<file path="config.mk">
export PLATFORM = sky130hd
export DESIGN_NAME = div_unit_flat
export DESIGN_NICKNAME = d
export VERILOG_FILES = /design/src/rtl/div_unit_pkg.sv /design/src/rtl/div_unit_if.sv /design/src/rtl/div_unit_step.sv /design/src/rtl/div_unit.sv /design/src/flat_wrapper.sv
export SDC_FILE = /design/constraint.sdc
export NUM_CORES = 1
export LEC_CHECK = 0
export CAP_MARGIN = 10
export CORE_MARGIN = 2
export CORE_UTILIZATION = 40
export DETAILED_ROUTE_END_ITERATION = 6
export SLEW_MARGIN = 10
export SYNTH_ARGS = -nofsm -noshare
export SYNTH_HDL_FRONTEND = slang
export SYNTH_HIERARCHICAL = 1
export SYNTH_SLANG_ARGS = --single-unit
</file>
<file path="constraint.sdc">
create_clock -name clk -period 5 [get_ports clk]
set_input_delay 0.75 -clock clk [delete_from_list [all_inputs] [get_ports clk]]
set_output_delay 0.75 -clock clk [all_outputs]
set_load 0.005 [all_outputs]
</file>
<file path="src/rtl/div_unit_pkg.sv">
// Shared constants for the execute-stage divider: op codes, default width, FSM states.
package div_unit_pkg;

  localparam int unsigned DIV_DATA_W = 32;

  localparam logic [7:0] EXE_DIV_OP  = 8'b0001_1010;
  localparam logic [7:0] EXE_DIVU_OP = 8'b0001_1011;

  typedef enum logic [1:0] {
    DIV_IDLE = 2'd0,
    DIV_ZERO = 2'd1,
    DIV_BUSY = 2'd2,
    DIV_DONE = 2'd3
  } div_state_e;

  function automatic logic is_div_op(input logic [7:0] op);
    return (op == EXE_DIV_OP) || (op == EXE_DIVU_OP);
  endfunction

endpackage

</file>
<file path="src/rtl/div_unit_if.sv">
// E-stage <-> divider signal bundle; the pipeline side is master, the divider is slave.
interface div_unit_if #(
  parameter int unsigned DATA_W = 32
);
  logic [7:0]        alucontrol;
  logic [DATA_W-1:0] a;
  logic [DATA_W-1:0] b;
  logic              flush;
  logic              stallE;
  logic              div_stall;
  logic              ready;
  logic [DATA_W-1:0] hi;
  logic [DATA_W-1:0] lo;

  modport master (
    output alucontrol, a, b, flush, stallE,
    input  div_stall, ready, hi, lo
  );

  modport slave (
    input  alucontrol, a, b, flush, stallE,
    output div_stall, ready, hi, lo
  );
endinterface

</file>
<file path="src/rtl/div_unit_step.sv">
// One radix-2 restoring division step: shift in the next dividend bit, subtract on no borrow.
module div_step #(
  parameter int unsigned DATA_W = 32
) (
  input  logic [DATA_W:0]   rem_in,
  input  logic [DATA_W-1:0] q_in,
  input  logic [DATA_W-1:0] d,
  output logic [DATA_W:0]   rem_out,
  output logic [DATA_W-1:0] q_out
);

  logic [DATA_W+1:0] shifted;
  logic [DATA_W+1:0] trial;
  logic              borrow;

  always_comb begin
    shifted = {rem_in, q_in[DATA_W-1]};
    trial   = shifted - {2'b00, d};
    borrow  = trial[DATA_W+1];
    rem_out = borrow ? shifted[DATA_W:0] : trial[DATA_W:0];
    q_out   = {q_in[DATA_W-2:0], ~borrow};
  end

endmodule

</file>
<file path="src/rtl/div_unit.sv">
// Multi-cycle DIV/DIVU engine: {hi,lo} = {remainder,quotient}, stalls F..E while iterating.
module div_unit
  import div_unit_pkg::*;
#(
  parameter int unsigned DATA_W = DIV_DATA_W
) (
  input  logic       clk,
  input  logic       resetn,
  div_unit_if.slave  bus
);

  localparam int unsigned CW = $clog2(DATA_W);
  localparam logic [CW-1:0] CNT_LAST = CW'(DATA_W - 1);

  div_state_e        state_q, state_d;
  logic [CW-1:0]     cnt_q, cnt_d;
  logic [DATA_W:0]   rem_q, rem_d;
  logic [DATA_W-1:0] quo_q, quo_d;
  logic [DATA_W-1:0] dvs_q, dvs_d;
  logic              sa_q, sa_d;
  logic              sb_q, sb_d;
  logic [DATA_W-1:0] hi_q, hi_d;
  logic [DATA_W-1:0] lo_q, lo_d;

  logic              start;
  logic              signed_op;
  logic              ready;
  logic [DATA_W-1:0] a_abs, b_abs;
  logic [DATA_W:0]   step_rem;
  logic [DATA_W-1:0] step_q;
  logic [DATA_W-1:0] q_fix, r_fix;

  assign start     = is_div_op(bus.alucontrol) && !bus.flush;
  assign signed_op = (bus.alucontrol == EXE_DIV_OP);
  assign ready     = (state_q == DIV_DONE) && !bus.flush;

  assign bus.ready     = ready;
  assign bus.div_stall = start && !ready;
  assign bus.hi        = hi_q;
  assign bus.lo        = lo_q;

  div_step #(.DATA_W(DATA_W)) u_step (
    .rem_in (rem_q),
    .q_in   (quo_q),
    .d      (dvs_q),
    .rem_out(step_rem),
    .q_out  (step_q)
  );

  always_comb begin
    // two's-complement negate leaves the most negative value unchanged, which is its magnitude
    a_abs = (signed_op && bus.a[DATA_W-1]) ? -bus.a : bus.a;
    b_abs = (signed_op && bus.b[DATA_W-1]) ? -bus.b : bus.b;
    q_fix = (sa_q ^ sb_q) ? -step_q : step_q;
    r_fix = sa_q ? -step_rem[DATA_W-1:0] : step_rem[DATA_W-1:0];
  end

  always_comb begin
    state_d = state_q;
    cnt_d   = cnt_q;
    rem_d   = rem_q;
    quo_d   = quo_q;
    dvs_d   = dvs_q;
    sa_d    = sa_q;
    sb_d    = sb_q;
    hi_d    = hi_q;
    lo_d    = lo_q;
    if (bus.flush) begin
      state_d = DIV_IDLE;
    end else begin
      unique case (state_q)
        DIV_IDLE: begin
          if (start) begin
            sa_d    = signed_op && bus.a[DATA_W-1];
            sb_d    = signed_op && bus.b[DATA_W-1];
            rem_d   = '0;
            quo_d   = a_abs;
            dvs_d   = b_abs;
            cnt_d   = '0;
            state_d = (bus.b == '0) ? DIV_ZERO : DIV_BUSY;
          end
        end
        DIV_ZERO: begin
          hi_d    = '0;
          lo_d    = '0;
          state_d = DIV_DONE;
        end
        DIV_BUSY: begin
          rem_d = step_rem;
          quo_d = step_q;
          cnt_d = cnt_q + 1'b1;
          // the final step's result goes straight through sign fix-up into hi/lo
          if (cnt_q == CNT_LAST) begin
            hi_d    = r_fix;
            lo_d    = q_fix;
            state_d = DIV_DONE;
          end
        end
        DIV_DONE: begin
          if (!bus.stallE) state_d = DIV_IDLE;
        end
        default: state_d = DIV_IDLE;
      endcase
    end
  end

  always_ff @(posedge clk or negedge resetn) begin
    if (!resetn) begin
      state_q <= DIV_IDLE;
      cnt_q   <= '0;
      rem_q   <= '0;
      quo_q   <= '0;
      dvs_q   <= '0;
      sa_q    <= 1'b0;
      sb_q    <= 1'b0;
      hi_q    <= '0;
      lo_q    <= '0;
    end else begin
      state_q <= state_d;
      cnt_q   <= cnt_d;
      rem_q   <= rem_d;
      quo_q   <= quo_d;
      dvs_q   <= dvs_d;
      sa_q    <= sa_d;
      sb_q    <= sb_d;
      hi_q    <= hi_d;
      lo_q    <= lo_d;
    end
  end

endmodule

</file>
<file path="src/flat_wrapper.sv">
// flat-port wrapper written by rule: the top's interface ports become plain ports
module div_unit_flat import div_unit_pkg::*;
#(
  parameter int unsigned DATA_W = DIV_DATA_W
)
  (clk, resetn, bus_alucontrol, bus_a, bus_b, bus_flush, bus_stallE, bus_div_stall, bus_ready, bus_hi, bus_lo);
  div_unit_if #(.DATA_W(DATA_W)) bus_i ();
  input  logic clk;
  input  logic resetn;
  input wire logic [$bits(bus_i.alucontrol)-1:0] bus_alucontrol;
  input wire logic [$bits(bus_i.a)-1:0] bus_a;
  input wire logic [$bits(bus_i.b)-1:0] bus_b;
  input wire logic [$bits(bus_i.flush)-1:0] bus_flush;
  input wire logic [$bits(bus_i.stallE)-1:0] bus_stallE;
  output wire logic [$bits(bus_i.div_stall)-1:0] bus_div_stall;
  output wire logic [$bits(bus_i.ready)-1:0] bus_ready;
  output wire logic [$bits(bus_i.hi)-1:0] bus_hi;
  output wire logic [$bits(bus_i.lo)-1:0] bus_lo;
  assign bus_i.alucontrol = bus_alucontrol;
  assign bus_i.a = bus_a;
  assign bus_i.b = bus_b;
  assign bus_i.flush = bus_flush;
  assign bus_i.stallE = bus_stallE;
  assign bus_div_stall = bus_i.div_stall;
  assign bus_ready = bus_i.ready;
  assign bus_hi = bus_i.hi;
  assign bus_lo = bus_i.lo;
  div_unit #(.DATA_W(DATA_W)) u_core (.clk(clk), .resetn(resetn), .bus(bus_i));
endmodule
</file>
==> out/metrics.cfg, run 1 <==
[cts]
clock_path_buffers=2
htree_num_levels=4
cts_buffers=17
path_clk_slew_ns=0.07
cts.sinks=170
cts_tree=done
insertion_delay_ns=0.44
post-cts-setup-buffer-count=0
root_buffer=clkbuf_16

[grt]
grt_max_degree=88
grt-ovfl-total=0
antenna_found_initial=1
grt_pass1_wl_mm=55.5
first_global_vias=10278
grtUsageTotal=0.221

[detailed_routing]
drt_pre_antenna_iters=7
ant_nets=0
avgRoutedWirePerCell_um=17.8
drt-initial-drc-count=742
vias_per_cell=5.61
drc=4
dr_total_vias=10994
finalWirelength_mm=34.9

[run]
cap_violations=0

[placed_design]
portBuffers=141
dp.cells=1929
gp_congestion=0.887
dp_hpwl_mm=25.5

[sta]
tightestPinTransition_ns=1.19
finalMaxSlewViolations=0
setup_viol=0
finClkSkew_ns=0.0174
period_share=0.965
relSlewSlack=0.206
max_freq_ghz=0.207
finalHoldViolCount=0
layout_min_cycle_time_ns=4.83

[critical_path]
cp-start-kind=register
crit_fanout=53
slowest_stage=or4_1
r2r_end=u_core/bus.hi[21]
r2r.worst_path.cells=15
reg2reg_from=u_core/rem_q[11]
critPathMaxStageDelay_ns=0.61
rrSetupSlack_ns=0.17
worstPathCellList=ha_1, nand4_1, or3b_1, a211oi_2, o31ai_1, and3_4, o31a_4, xor2_4, buf_12, o21ai_0, or4_1, or3_1, o41ai_1, xor2_1, o21ai_0
crit_type=reg -> reg
worst_path_most_repeated_cell=o21ai_0
endpoint_kind=register
crit_arrival_ns=5.09
crit_required_ns=5.26

[status]
status=complete, but fails checks
violations=design-rule violations

[floorplan]
fp.dieH_um=178
start_util=0.408
core_area_um2=29700
top_level_ports=142
die_area_um2=31700
die_x_um=178
rows=63

[synth]
ys_seq_area_frac=0.351
synth_edf_count=0
ys.warnings.count=6
ys_types=78
avgSynthCellArea_um2=8.20
synth-main-ff-cell=dfrtp_1
synthesis.area_um2=12100
syn_inst=1480
synth_seq_cells=170
async_reset_ff_frac=1.00
syn_nets=1600

[layout]
nets=1678
antenna_cells=0
drive_above_1_share=0.0720
final-instance-count-excl-fill=1960
syn2layout_area_growth_pct=18.5

[hold_path]
min_path_type=in -> async

metrics by stage:
| step | instance area, um2 | setup TNS (ns) | hold slack, ns | utilization | setup WS (ns) |
|---|---|---|---|---|---|
| global placement | 13800 | 0 | 0.459 | 0.464 | 0.281 |
| detailed placement | 13800 | 0 | 0.470 | 0.464 | 0.163 |
| finish | 14400 | 0 | 0.406 | 0.484 | 0.174 |
| floorplan | 12100 | 0 | 0.445 | - | 0.486 |
| global route | 14400 | -0.0444 | 0.476 | 0.484 | -0.0281 |
| CTS | 14400 | 0 | 0.443 | 0.483 | 0.134 |
what timing repair did:
action / in CTS / in global routing
hold buffers: 0 / 0
setup endpoints to repair: 0 / 9
resized for setup: 0 / 4
synthesized netlist by cell type (6+ instances only):
master / count / area share
o41ai_1: 20 / 0.014
inv_1: 59 / 0.018
a31oi_1: 12 / 0.0062
nor4b_1: 14 / 0.010
buf_4: 31 / 0.019
o221ai_1: 14 / 0.010
or4_1: 16 / 0.0099
clkbuf_1: 76 / 0.024
or2_2: 7 / 0.0036
a21oi_1: 43 / 0.018
mux2i_1: 17 / 0.014
o31ai_1: 35 / 0.022
nor2_1: 65 / 0.020
or3_1: 18 / 0.0093
ha_1: 43 / 0.044
o21ai_0: 148 / 0.061
buf_1: 7 / 0.0022
nand2_1: 292 / 0.090
o21ai_1: 33 / 0.014
xnor2_1: 44 / 0.032
nand2b_1: 6 / 0.0031
nor2b_1: 10 / 0.0052
nand3_1: 27 / 0.011
a21o_1: 25 / 0.015
mux2_2: 7 / 0.0065
dfrtp_1: 170 / 0.35
nor3_1: 26 / 0.011
nand4_1: 11 / 0.0057
o211ai_1: 14 / 0.0087
nor4_1: 24 / 0.012
xor2_1: 86 / 0.062
cell families after synthesis:
| family | after synthesis | share of synthesized area |
|---|---|---|
| XOR/XNOR | 131 | 0.0961 |
| AND/OR/NAND/NOR | 542 | 0.214 |
| multiplexers | 24 | 0.0205 |
| AO/OA/AOI/OAI | 389 | 0.206 |
| buffers and inverters | 180 | 0.0664 |
| adder cells (fa/ha/maj) | 44 | 0.0460 |
| flip-flops | 170 | 0.351 |
worst max-delay path by stage:
stage                                 from                 to  slack, ns  cells past startpoint
final                     u_core/rem_q[11]  u_core/bus.hi[21]       0.17                     15
after global routing       u_core/dvs_q[9]  u_core/bus.hi[25]      -0.03                     16
after CTS                 u_core/rem_q[11]  u_core/bus.hi[31]       0.13                     15
after detailed placement  u_core/rem_q[11]  u_core/bus.hi[31]       0.16                     15
after global placement    u_core/rem_q[11]  u_core/bus.hi[31]       0.28                     15
after floorplan            u_core/rem_q[7]  u_core/bus.hi[31]       0.49                     15
metal layers:
layer  track usage  up-vias  part of all wire
met5             0        -                 0
met1         0.287     5330              0.43
met4        0.0581        0             0.020
met2         0.384      266              0.51
li1              -     5353                 -
met3        0.0324       45             0.040
state kept, by name (all words and copies together), names as in the netlist:
register / cells
u_core/state_q: 2
u_core/bus.hi: 32
u_core/cnt_q: 5
u_core/sb_q: 1
u_core/dvs_q: 32
u_core/quo_q: 32
u_core/rem_q: 33
u_core/bus.lo: 32
u_core/sa_q: 1
worst max-delay path, delay by kind of cell (launching register included):
kind	cells	cell delay (ns)
xor+xnor	2	0.35
flops	1	0.40
buf+inv	1	0.24
simple gates	5	1.80
fa+ha+maj	1	0.40
compound gates	6	1.43
cell type report:
cell class | count | area (um2)
timing repair buffer | 179 | 1740
clock inverter | 13 | 123
multi-input combinational | 1130 | 7120
inverter | 60 | 225
clock buffer | 18 | 429
fill | 2890 | 15300
sequential | 170 | 4250
tap | 390 | 488
placed cells by master (no fill, tap or decap), drive strengths merged, types with 4 or more instances in the layout:
cell	n
o211ai	14
or4	17
nand4	11
mux2i	17
nor2b	10
ha	43
clkdlybuf4s50	140
nor3	26
nor4b	15
or3	18
a211oi	6
nand3	27
a21o	25
mux2	7
nand2b	6
nor4	27
nand2	292
a31oi	13
o21ai	182
buf	39
xnor2	44
clkbuf	18
a21oi	43
nor2	65
inv	63
xor2	87
and3	4
or2	8
clkinv	6
or4b	5
o41ai	25
o221ai	14
dfrtp	170
o31ai	35
Power of run 1 is not shown: default switching activity piles up to over one toggle a cycle in this logic, so the estimate is an artifact.
==> run 2, diff against run 1 <==
--- a/config.mk
+++ b/config.mk
@@ -9,6 +9,7 @@
 export CORE_MARGIN = 2
 export CORE_UTILIZATION = 40
 export DETAILED_ROUTE_END_ITERATION = 6
+export REMOVE_ABC_BUFFERS = 1
 export SLEW_MARGIN = 10
 export SYNTH_ARGS = -nofsm -noshare
 export SYNTH_HDL_FRONTEND = slang
==> out/metrics.cfg, run 2 (synthesis gave the netlist of run 1 again) <==
[grt]
busiest_layer=met2
grt_max_degree=105  ; +19%
grt-ovfl-total=0  ; unchanged
antenna_found_initial=1  ; unchanged
grtUsageMet1=0.310  ; +0.0236
use_met2=0.365  ; -0.0184
first_global_vias=10591  ; +3.0%
gr-usage-met3=0.0326  ; +0.000213
grtUsageTotal=0.224  ; +0.00300
grt_pass1_wl_mm=56.3  ; +1.5%

[layout]
largest-register=u_core/rem_q
layout_commonest_cell=nand2_1
syn2layout_area_growth_pct=19.0
fillers=2882  ; -0.28%
final_cell_mix=nand2_1, dfrtp_1, o21ai_0
nets=1682  ; +0.24%
drive_above_1_share=0.0756  ; +0.00358
final-instance-count-excl-fill=1965  ; +0.26%
ff_latch_area_um2=4250  ; unchanged
largest_reg_flops=33  ; unchanged
antenna_cells=0  ; unchanged
multi_input_area_um2=7130  ; +0.26%

[detailed_routing]
finalWirelength_mm=34.4  ; -1.3%
vias_per_cell=5.58  ; -0.44%
drc=0  ; -4
avgRoutedWirePerCell_um=17.5  ; -1.6%
ant_nets=0  ; unchanged
drt-initial-drc-count=822  ; +11%
drt_pre_antenna_iters=5  ; -2
dr_total_vias=10973  ; -0.19%

[floorplan]
core_area_um2=29700  ; unchanged
die_area_um2=31700  ; unchanged
top_level_ports=142  ; unchanged
rows=63  ; unchanged
fp.dieH_um=178  ; unchanged
start_util=0.408  ; unchanged
die_x_um=178  ; unchanged

[sta]
max_freq_ghz=0.210  ; +1.5%
finalMaxSlewViolations=0  ; unchanged
finalHoldViolCount=0  ; unchanged
period_share=0.951  ; -0.0141
setup_viol=0  ; unchanged
final.setup.tns_ns=0  ; unchanged
layout_min_cycle_time_ns=4.76  ; -0.0703 ns
relSlewSlack=0.269  ; +0.0632
finClkSkew_ns=0.0147  ; -0.00270 ns
tightestPinTransition_ns=1.09  ; -0.0956 ns
rsz0062_at_grt=false

[cts]
clock_path_buffers=2  ; unchanged
root_buffer=clkbuf_16
cts.sinks=170  ; unchanged
post-cts-setup-buffer-count=0  ; unchanged
htree_num_levels=4  ; unchanged
cts_tree=done
path_clk_slew_ns=0.07  ; about the same
cts_hold_buffers=0  ; unchanged
cts_buffers=17  ; unchanged
insertion_delay_ns=0.45  ; about the same

[placed_design]
dp.cells=1933  ; +0.21%
dp_hpwl_mm=24.5  ; -3.8%
gp_congestion=0.902  ; +1.7%
portBuffers=141  ; unchanged

[critical_path]
worstPathCellList=ha_1, nand4_1, or3b_1, a211oi_4, o31ai_1, and3_4, o31a_4, xor2_4, inv_2, mux2_2, or4_1, or4_1, o41ai_2, xor2_1, o21ai_1
slowest_stage=or4_1
critPathMaxStageDelay_ns=0.61  ; about the same
critPathBufInv=1  ; unchanged
crit_required_ns=5.30  ; +0.04 ns
cp_top_family=simple AND/OR/NAND/NOR gates
cp-start-kind=register
crit_type=reg -> reg
crit_arrival_ns=5.06  ; -0.03 ns
worst_path_most_repeated_cell=or4_1
crit_fanout=7  ; -87%
endpoint_kind=register

[hold_path]
min_path_type=in -> async

[run]
cap_violations=0  ; unchanged

[status]
status=finished, final reports clean

[run 2: cell count changes in the layout (fill, tap and decap cells not counted), moves of 2 or more]
cell,previous run,this run
buf_4,35,41
inv_6,2,5
clkinv_2,3,1
buf_12,3,0
[run 2: final cells by class]
type                            instances  share of cell area
Clock buffer                           18              0.0304
Inverter                               60              0.0156
Timing Repair Buffer                  183               0.120
Clock inverter                         14              0.0109
Multi-Input combinational cell       1130               0.494
Tap cell                              390              0.0338
Sequential cell                       170               0.295
[run 2: per-layer routing]
metal / up-vias / share of wire / wire length [um]
met3: 41 / 0.046 / 1600
li1: 5363 / - / -
met5: - / 0 / 0
met4: 0 / 0.017 / 593
met2: 268 / 0.47 / 16300
met1: 5301 / 0.46 / 16000
[run 2: worst paths after layout]
| kind | from | to | slack, ns | depth (start not counted) |
|---|---|---|---|---|
| worst min register to register | u_core/bus.hi[19] | u_core/bus.hi[19] | 0.48 | 2 |
| min in group clk | u_core/bus.hi[19] | u_core/bus.hi[19] | 0.48 | 2 |
| worst max-delay path | u_core/rem_q[12] | u_core/bus.hi[31] | 0.24 | 15 |
| worst min-delay path | resetn | u_core/bus.hi[3] | 0.45 | 1 |
| worst max register to register | u_core/rem_q[12] | u_core/bus.hi[31] | 0.24 | 15 |
| max in group asynchronous | resetn | u_core/bus.lo[1] | 3.47 | 2 |
[run 2: stage by stage]
| step | setup slack, ns | instance area, um2 | hold WS, ns | util |
|---|---|---|---|---|
| 5_1_grt | 0.0136 | 14400 | 0.506 | 0.486 |
| 6_report | 0.245 | 14400 | 0.446 | 0.486 |
| 3_5_place_dp | 0.136 | 13800 | 0.467 | 0.464 |
| 2_1_floorplan | -0.0845 | 11500 | 0.445 | - |
| 3_3_place_gp | 0.307 | 13800 | 0.457 | 0.464 |
| 4_1_cts | 0.107 | 14400 | 0.483 | 0.484 |
[run 2: timing repair]
action | CTS | global route
gates resized for setup | 0 | 5
setup endpoints to repair | 0 | 8
hold endpoints to repair | 0 | 0
[run 2: worst register-to-register path: cells and delay by family, from the launching register on]
family | cells | cell delay (ns)
buf+inv | 1 | 0.13
mux | 1 | 0.39
simple gates | 5 | 1.92
flops | 1 | 0.40
xor+xnor | 2 | 0.35
compound gates | 5 | 1.03
fa+ha+maj | 1 | 0.40
Power of run 2 is left out for the same reason.
